--- src/rtl/serial_add_ctrl_if.sv ---
// Request/response bundle between a requesting datapath and the bit-serial adder controller.
interface serial_add_ctrl_if #(
   parameter int unsigned WIDTH = 8
) ();

   logic             start;
   logic             sub;
   logic [WIDTH-1:0] a;
   logic [WIDTH-1:0] b;
   logic             busy;
   logic             done;
   logic [WIDTH-1:0] result;
   logic             cout;
   logic             overflow;

   // Requester side: issues operations, observes status and result.
   modport master (
      output start, sub, a, b,
      input  busy, done, result, cout, overflow
   );

   // Controller side.
   modport slave (
      input  start, sub, a, b,
      output busy, done, result, cout, overflow
   );

endinterface

--- src/rtl/serial_add_ctrl.sv ---
// Bit-serial add/subtract controller: drives one full-adder slice over WIDTH cycles, LSB first,
// keeping the carry in a register and assembling the result in a right-shifting register.
module serial_add_ctrl #(
   parameter int unsigned WIDTH = 8
) (
   input logic              clk,
   input logic              rst,
   serial_add_ctrl_if.slave bus
);

   localparam int unsigned CntW = (WIDTH > 1) ? $clog2(WIDTH) : 1;

   typedef enum logic [1:0] {StIdle, StRun, StDone} state_e;

   state_e           state_q, state_d;
   logic [WIDTH-1:0] a_q, a_d;
   logic [WIDTH-1:0] b_q, b_d;
   logic [WIDTH-1:0] res_q, res_d;
   logic [CntW-1:0]  cnt_q, cnt_d;
   logic             carry_q, carry_d;
   logic             cout_q, cout_d;
   logic             ovf_q, ovf_d;

   logic             sum_bit;
   logic             carry_out;
   logic             last_bit;

   // Full-adder slice on the current LSBs.
   assign sum_bit   = a_q[0] ^ b_q[0] ^ carry_q;
   assign carry_out = (a_q[0] & b_q[0]) | (a_q[0] & carry_q) | (b_q[0] & carry_q);
   assign last_bit  = (cnt_q == CntW'(WIDTH - 1));

   // Next-state: load on accepted start, shift one bit per RUN cycle, latch flags on the last bit.
   always_comb begin
      state_d = state_q;
      a_d     = a_q;
      b_d     = b_q;
      res_d   = res_q;
      cnt_d   = cnt_q;
      carry_d = carry_q;
      cout_d  = cout_q;
      ovf_d   = ovf_q;

      unique case (state_q)
         StIdle, StDone: begin
            if (bus.start) begin
               // Subtraction is a + ~b + 1: invert b and use carry-in of 1.
               a_d     = bus.a;
               b_d     = bus.sub ? ~bus.b : bus.b;
               carry_d = bus.sub;
               cnt_d   = '0;
               res_d   = '0;
               state_d = StRun;
            end else if (state_q == StDone) begin
               state_d = StIdle;
            end
         end
         StRun: begin
            res_d   = {sum_bit, res_q[WIDTH-1:1]};
            a_d     = {1'b0, a_q[WIDTH-1:1]};
            b_d     = {1'b0, b_q[WIDTH-1:1]};
            carry_d = carry_out;
            cnt_d   = cnt_q + CntW'(1);
            if (last_bit) begin
               // carry_q is the carry into the MSB at this point.
               cout_d  = carry_out;
               ovf_d   = carry_out ^ carry_q;
               cnt_d   = '0;
               state_d = StDone;
            end
         end
         default: state_d = StIdle;
      endcase
   end

   // State and datapath registers with synchronous reset.
   always_ff @(posedge clk) begin
      if (rst) begin
         state_q <= StIdle;
         a_q     <= '0;
         b_q     <= '0;
         res_q   <= '0;
         cnt_q   <= '0;
         carry_q <= 1'b0;
         cout_q  <= 1'b0;
         ovf_q   <= 1'b0;
      end else begin
         state_q <= state_d;
         a_q     <= a_d;
         b_q     <= b_d;
         res_q   <= res_d;
         cnt_q   <= cnt_d;
         carry_q <= carry_d;
         cout_q  <= cout_d;
         ovf_q   <= ovf_d;
      end
   end

   assign bus.busy     = (state_q == StRun);
   assign bus.done     = (state_q == StDone);
   assign bus.result   = res_q;
   assign bus.cout     = cout_q;
   assign bus.overflow = ovf_q;

endmodule

--- src/flat_wrapper.sv ---
// flat-port wrapper written by rule: the top's interface ports become plain ports
module serial_add_ctrl_flat 
#(
   parameter int unsigned WIDTH = 8
)
  (clk, rst, bus_start, bus_sub, bus_a, bus_b, bus_busy, bus_done, bus_result, bus_cout, bus_overflow);
  serial_add_ctrl_if #(.WIDTH(WIDTH)) bus_i ();
  input logic clk;
  input logic rst;
  input wire logic [$bits(bus_i.start)-1:0] bus_start;
  input wire logic [$bits(bus_i.sub)-1:0] bus_sub;
  input wire logic [$bits(bus_i.a)-1:0] bus_a;
  input wire logic [$bits(bus_i.b)-1:0] bus_b;
  output wire logic [$bits(bus_i.busy)-1:0] bus_busy;
  output wire logic [$bits(bus_i.done)-1:0] bus_done;
  output wire logic [$bits(bus_i.result)-1:0] bus_result;
  output wire logic [$bits(bus_i.cout)-1:0] bus_cout;
  output wire logic [$bits(bus_i.overflow)-1:0] bus_overflow;
  assign bus_i.start = bus_start;
  assign bus_i.sub = bus_sub;
  assign bus_i.a = bus_a;
  assign bus_i.b = bus_b;
  assign bus_busy = bus_i.busy;
  assign bus_done = bus_i.done;
  assign bus_result = bus_i.result;
  assign bus_cout = bus_i.cout;
  assign bus_overflow = bus_i.overflow;
  serial_add_ctrl #(.WIDTH(WIDTH)) u_core (.clk(clk), .rst(rst), .bus(bus_i));
endmodule
--- config.mk ---
export PLATFORM = sky130hd
export DESIGN_NAME = serial_add_ctrl_flat
export DESIGN_NICKNAME = d
export VERILOG_FILES = /design/src/rtl/serial_add_ctrl_if.sv /design/src/rtl/serial_add_ctrl.sv /design/src/flat_wrapper.sv
export SDC_FILE = /design/constraint.sdc
export NUM_CORES = 1
export LEC_CHECK = 0
export BUFFER_PORTS_ARGS = -buffer_cell sky130_fd_sc_hd__buf_4
export CAP_MARGIN = 25
export CORE_MARGIN = 2
export CORE_UTILIZATION = 49
export DETAILED_ROUTE_END_ITERATION = 10
export GPL_ROUTABILITY_DRIVEN = 0
export PLACE_DENSITY_LB_ADDON = 0.12
export RECOVER_POWER = 100
export SYNTH_ARGS = -nofsm -noshare
export SYNTH_HDL_FRONTEND = slang
export SYNTH_SLANG_ARGS = --single-unit
--- constraint.sdc ---
create_clock -name clk -period 1.7 [get_ports clk]
set_input_delay 0.17 -clock clk [delete_from_list [all_inputs] [get_ports clk]]
set_output_delay 0.17 -clock clk [all_outputs]
set_load 0.005 [all_outputs]
==> qor.txt, run 1 <==
number of placement rows = 19
reg-to-reg startpoint = u_core.state_q[1]$_SDFFE_PP0P_
Fin. Hold Viols = 0
cells along the critical path = nand2b_1 -> clkbuf_2 -> a2bb2oi_1 -> a21oi_1
cell taking the most area after synthesis = sky130_fd_sc_hd__dfxtp_1
Clock Pin Slew Worst Setup and Hold Paths = 100 ps
routed length on met1 = 1330 um
count of inserted antenna diode cells = 0
number of antenna violations at the first check in global routing = 0
placeable core region = 2760 um^2
crit end category = flop
RSZ-0062 raised after global routing = false
complex-gate fraction of the synthesized area = 20.8%
Min-Delay Startpoint = bus_a[7]
register bit count reported by yosys = 32
vias in the first global route = 1164
drt total wl = 2920 um
outcome = finished clean
buffers added on ports = 31
nets in the synthesized netlist = 182
number of buffers inserted to repair setup after CTS = 0
WHS Endpoint = u_core.a_q[7]$_SDFFE_PP0P_
detailed-route DRC error count = 0
minimum period implied by the final worst setup slack = 1480 ps
data arrival at the endpoint of the critical path = 1700 ps
level count of the clock H-tree = 2
count of hold-fix buffers inserted at cts = 0
clk_lat worst skew = 330 ps
count of yosys warnings during synthesis = 0
CTS Root Buffer Type = sky130_fd_sc_hd__clkbuf_4
sequential element share of the synthesized area = 44.8%
total CTS buffers = 5
maximum frequency from static timing analysis = 0.676 GHz
Syn Inst Count = 159
Layout area overhead = 19.2%
critical-path cell with the highest stage delay = sky130_fd_sc_hd__clkbuf_2
Yosys cell types = 25
Avg Cell Area, Syn = 9.00 um^2
fraction of final layout cells sized beyond drive strength 1 = 24.1%
length of routed met3 wiring = 166 um
most frequent standard cell in the layout excluding fill and tap cells = sky130_fd_sc_hd__dfxtp_1
Crit path required time = 1920 ps
residual overflow from global routing = 0
top-level I/O count = 32
first-pass iteration count of the detailed router = 4
count of instances resized after the clock tree is built = 0
type of origin of the critical path = flop
part of the cycle the worst path needs = 87.0%
Sum Neg Setup Slack = 0 ps
utilization after layout = 61.9%
global-route total usage across every layer = 18.0%
cell types occupying the most area after synthesis = sky130_fd_sc_hd__dfxtp_1 45%, sky130_fd_sc_hd__a21oi_1 9.8%, sky130_fd_sc_hd__nand3_1 9.4%, sky130_fd_sc_hd__a22oi_1 7.3%, sky130_fd_sc_hd__xor2_1 4.3%
skew final = 4.75 ps
power density over the cells = 981 nW/um^2
synthesized-area fraction occupied by xor and xnor cells = 5.51%
number of vias per cell after detailed routing = 5.54
Pwr Total = 1.67 mW
worst hold-check slack = 90.5 ps
highest fanout seen on the critical path = 29
routed length on met2 = 1380 um
worst slew pin tran = 588 ps
Detail Route Antenna Nets = 0
largest family of logic cells by synthesized area = compound AO/OA/AOI/OAI gates
CP max stage delay = 510 ps
hpwl dp = 1830 um
area share of fa/ha/maj cells after synthesis = 3.15%
Via Count = 1207
top library cells by usage in the layout, fill and taps aside = 32 x sky130_fd_sc_hd__dfxtp_1, 28 x sky130_fd_sc_hd__a21oi_1, 27 x sky130_fd_sc_hd__nand3_1
Final #Nets = 209
die width = 58.0 um
effective utilization at floorplan = 51.9%
wire length of the first global-routing pass = 4660 um
die height = 58.0 um
setup slack of the most critical reg-to-reg path = 220 ps
final setup violation count = 0
min-delay worst type = input pin to flop
wire per inst = 13.4 um
portion of synthesized cell area occupied by the leading cell type = 44.8%
cell depth of the worst flop-to-flop path = 4
category of the most critical setup path = flop to flop
maximum ir drop on the vdd rail = 0.745 mV
first-iteration detailed-routing DRC count = 31
die area = 3370 um^2
number of clock sinks = 32
number of non-filler instances in the completed layout = 218
CTS tree = built
hold path cells = 3
Max-Slew Margin vs Limit = 60.8%
MaxCap Viol Count = 0
r2r endpoint = u_core.carry_q$_SDFFE_PP0P_
post-synthesis instance area = 1430 um^2
buffer depth of the longest clock path = 2
count of pins over their slew limit = 0
share of synthesized area spent on multiplexers = 0%
placed cell count = 210
highest signal layer in the routed design = met4
Simple-Gate Fraction of Synth Area = 16.7%
largest net degree at the start of global routing = 33
leakage power of the design = 0.662 nW
## synthesized netlist by cell type, drive strengths merged
library cell	instances
dfxtp	32
a21oi	28
nand3	27
a22oi	14
buf	12
nand2	11
xor2	7
inv	4
nor2	4
clkbuf	3
nand2b	3
ha	2
nor2b	2
xnor2	2
a2111oi	1
a2bb2oi	1
a311oi	1
a31oi	1
fa	1
nand3b	1
nor4b	1
o21a	1
## per-stage QoR
| step | area (um^2) | setup slack [ps] |
|---|---|---|
| 2_1_floorplan | 1430 | 409 |
| 3_3_place_gp | 1620 | 363 |
| 3_5_place_dp | 1620 | 322 |
| 4_1_cts | 1710 | 73.8 |
| 5_1_grt | 1710 | 118 |
| 6_report | 1710 | 221 |
## power by group
| group | internal [mW] | switching, mW |
|---|---|---|
| logic | 0.0939 | 0.123 |
| registers | 0.786 | 0.0214 |
| clock network | 0.390 | 0.259 |
## sequential cells by signal (all words and copies together), names as in the netlist
signal	flops
u_core.bus.overflow	1
u_core.a_q	8
u_core.cnt_q	3
u_core.carry_q	1
u_core.bus.cout	1
u_core.bus.result	8
u_core.state_q	2
u_core.b_q	8
## worst max-delay path by stage
stage / from / to / slack (ps) / cells after the start
floorplan: u_core.carry_q$_SDFFE_PP0P_ / u_core.bus.overflow$_SDFFE_PP0P_ / 410 / 5
global route: u_core.state_q[1]$_SDFFE_PP0P_ / u_core.cnt_q[1]$_SDFFE_PP0P_ / 120 / 4
CTS: u_core.state_q[0]$_SDFFE_PP0P_ / bus_busy / 70 / 3
global placement: u_core.carry_q$_SDFFE_PP0P_ / u_core.bus.overflow$_SDFFE_PP0P_ / 360 / 5
detailed placement: u_core.carry_q$_SDFFE_PP0P_ / u_core.bus.overflow$_SDFFE_PP0P_ / 320 / 5
finish: u_core.state_q[1]$_SDFFE_PP0P_ / u_core.carry_q$_SDFFE_PP0P_ / 220 / 4
## logic make-up after synthesis
kind of cell,Yosys count
buf+inv,19
fa+ha+maj,3
xor+xnor,9
simple gates,49
flops,32
compound gates,47
## layout make-up
cell class | instances | area [um^2]
Sequential cell | 32 | 641
Clock inverter | 1 | 30.0
Multi-Input combinational cell | 108 | 654
Clock buffer | 7 | 65.1
Fill cell | 254 | 1050
Inverter | 4 | 17.5
Timing Repair Buffer | 35 | 260
Tap cell | 31 | 38.8
## critical path: cells and delay by family (launching register included)
family	cells	cell delay [ps]
and+or+nand+nor	1	180
AOI/OAI and AO/OA	2	300
DFF	1	360
buffers and inverters	1	510
## per-layer routing
metal | vias to the layer above | GRT usage (%)
li1 | 614 | -
met1 | 552 | 21.0
met2 | 37 | 29.5
met3 | 4 | 5.13
met4 | 0 | 9.97
met5 | - | 0
Power figures use the tool's default switching activity.
==> run 2: changes to the inputs <==
- TNS_END_PERCENT: default -> 5
- clock period: 1.7 -> 1.8 ns (I/O delays scaled with it)
==> qor.txt, run 2 (synthesized netlist as in run 1, its figures left out) <==
residual overflow from global routing = 0 (unchanged)
hpwl dp = 1900 um (+3.6%)
number of buffers inserted to repair setup after CTS = 0 (unchanged)
buffers added on ports = 31 (unchanged)
WHS Endpoint = u_core.a_q[7]$_SDFFE_PP0P_
cell depth of the worst flop-to-flop path = 4 (unchanged)
type of origin of the critical path = flop
RSZ-0062 raised after global routing = false
maximum ir drop on the vdd rail = 0.588 mV (-21%)
wire length of the first global-routing pass = 4860 um (+4.1%)
fraction of final layout cells sized beyond drive strength 1 = 24.1% (unchanged)
power density over the cells = 834 nW/um^2 (-15%)
Sum Neg Setup Slack = 0 ps (unchanged)
final setup violation count = 0 (unchanged)
skew final = 10.0 ps (+5.25 ps)
Detail Route Antenna Nets = 0 (unchanged)
Layout area overhead = 16.9%
data arrival at the endpoint of the critical path = 1480 ps (-220 ps)
clk_lat worst skew = 330 ps (about the same)
total CTS buffers = 5 (unchanged)
count of inserted antenna diode cells = 0 (unchanged)
number of clock sinks = 32 (unchanged)
top library cells by usage in the layout, fill and taps aside = 32 x sky130_fd_sc_hd__dfxtp_1, 28 x sky130_fd_sc_hd__a21oi_1, 27 x sky130_fd_sc_hd__nand3_1
Clock Pin Slew Worst Setup and Hold Paths = 90 ps (about the same)
effective utilization at floorplan = 51.9% (unchanged)
top-level I/O count = 32 (unchanged)
detailed-route DRC error count = 0 (unchanged)
Fin. Hold Viols = 0 (unchanged)
Final #Nets = 209 (unchanged)
CTS Root Buffer Type = sky130_fd_sc_hd__clkbuf_4
Max-Slew Margin vs Limit = 60.9% (+0.15 points)
MaxCap Viol Count = 0 (unchanged)
pre-CTS setup slack = 413 ps (+91.3 ps)
vias in the first global route = 1171 (+0.60%)
post-route setup slack = 137 ps (-83.3 ps)
minimum period implied by the final worst setup slack = 1660 ps
CP max stage delay = 410 ps (-100 ps)
critical-path cell with the highest stage delay = sky130_fd_sc_hd__dfxtp_1
Fillers = 243 (-4.3%)
category of the most critical setup path = flop to output pin
leakage power of the design = 0.646 nW (-2.5%)
first-pass iteration count of the detailed router = 6 (+2)
r2r endpoint = u_core.b_q[7]$_SDFFE_PP0P_
placed cell count = 210 (unchanged)
drt total wl = 2900 um (-0.51%)
placeable core region = 2760 um^2 (unchanged)
count of instances resized after the clock tree is built = 0 (unchanged)
highest fanout seen on the critical path = 29 (unchanged)
part of the cycle the worst path needs = 92.4%
first-iteration detailed-routing DRC count = 41 (+32%)
largest net degree at the start of global routing = 33 (unchanged)
global-route total usage across every layer = 18.7% (+0.73 points)
cells along the critical path = nand2b_1 -> inv_2 -> clkbuf_4
CTS tree = built
worst slew pin tran = 586 ps (-2.19 ps)
Crit path required time = 1620 ps (-300 ps)
number of non-filler instances in the completed layout = 218 (unchanged)
crit end category = output pin
buffer depth of the longest clock path = 2 (unchanged)
Min-Delay Startpoint = bus_a[7]
reg-to-reg startpoint = u_core.state_q[0]$_SDFFE_PP0P_
number of vias per cell after detailed routing = 5.56 (+0.50%)
count of hold-fix buffers inserted at cts = 0 (unchanged)
final instance area = 1670 um^2 (-2.0%)
Reg area = 641 um^2 (unchanged)
Via Count = 1213 (+0.50%)
min-delay worst type = input pin to flop
die area = 3370 um^2 (unchanged)
hold path cells = 3 (unchanged)
Multi-input gate area = 661 um^2 (+0.96%)
outcome = finished clean
die height = 58.0 um (unchanged)
count of pins over their slew limit = 0 (unchanged)
Area after DPL = 1620 um^2 (unchanged)
maximum frequency from static timing analysis = 0.601 GHz
wire per inst = 13.3 um (-0.51%)
die width = 58.0 um (unchanged)
level count of the clock H-tree = 2 (unchanged)
number of placement rows = 19 (unchanged)
number of antenna violations at the first check in global routing = 0 (unchanged)
setup slack of the most critical reg-to-reg path = 380 ps (+160 ps)
most frequent standard cell in the layout excluding fill and tap cells = sky130_fd_sc_hd__dfxtp_1
==> run 2: changes by cell type in the layout (fill, tap and decap cells not counted), sizes merged <==
cell,delta
clkbuf,+1
bufinv,-1
clkinv,+2
buf,-2
==> run 2: worst max path at each step <==
stage,depth (start not counted),slack [ps],end,startpoint
floorplan,5,510,u_core.bus.overflow$_SDFFE_PP0P_,u_core.carry_q$_SDFFE_PP0P_
global placement,5,470,u_core.bus.overflow$_SDFFE_PP0P_,u_core.carry_q$_SDFFE_PP0P_
detailed placement,5,410,u_core.bus.overflow$_SDFFE_PP0P_,u_core.carry_q$_SDFFE_PP0P_
CTS,3,170,bus_busy,u_core.state_q[0]$_SDFFE_PP0P_
global route,3,50,bus_busy,u_core.state_q[0]$_SDFFE_PP0P_
finish,3,140,bus_busy,u_core.state_q[0]$_SDFFE_PP0P_
==> run 2: area by class of cell <==
| cell class | count | area share (%) |
|---|---|---|
| Multi-Input combinational cell | 108 | 39.5 |
| Sequential cell | 32 | 38.3 |
| Timing Repair Buffer | 35 | 15.3 |
| Clock buffer | 6 | 3.07 |
| Tap cell | 31 | 2.32 |
| Inverter | 4 | 0.898 |
| Clock inverter | 2 | 0.598 |
==> run 2: metal layers <==
layer | part of all wire (%) | track usage (%) | vias to the layer above
met2 | 47 | 30.8 | 32
met5 | 0 | 0 | -
met4 | 1.1 | 5.98 | 0
met1 | 45 | 22.8 | 561
met3 | 6.1 | 6.70 | 6
li1 | - | - | 614
==> run 2: through the flow <==
step                util [%]  power (mW)  hold slack (ps)
global placement        58.7       0.981              434
CTS                     60.9        1.41             90.2
detailed placement      58.7       0.989              442
floorplan                  -       0.935              248
global route            60.7        1.46             98.2
finish                  60.7        1.39             96.0
==> run 2: power breakdown <==
group | switching (mW) | internal, mW | leakage [nW]
logic | 0.118 | 0.0880 | 0.346
registers | 0.0202 | 0.743 | 0.261
clock network | 0.240 | 0.186 | 0.0380
==> run 2: critical path, delay by kind of cell, from the launching register on <==
family        cells  cell delay, ps
buf+inv           2             640
flops             1             410
simple gates      1             100
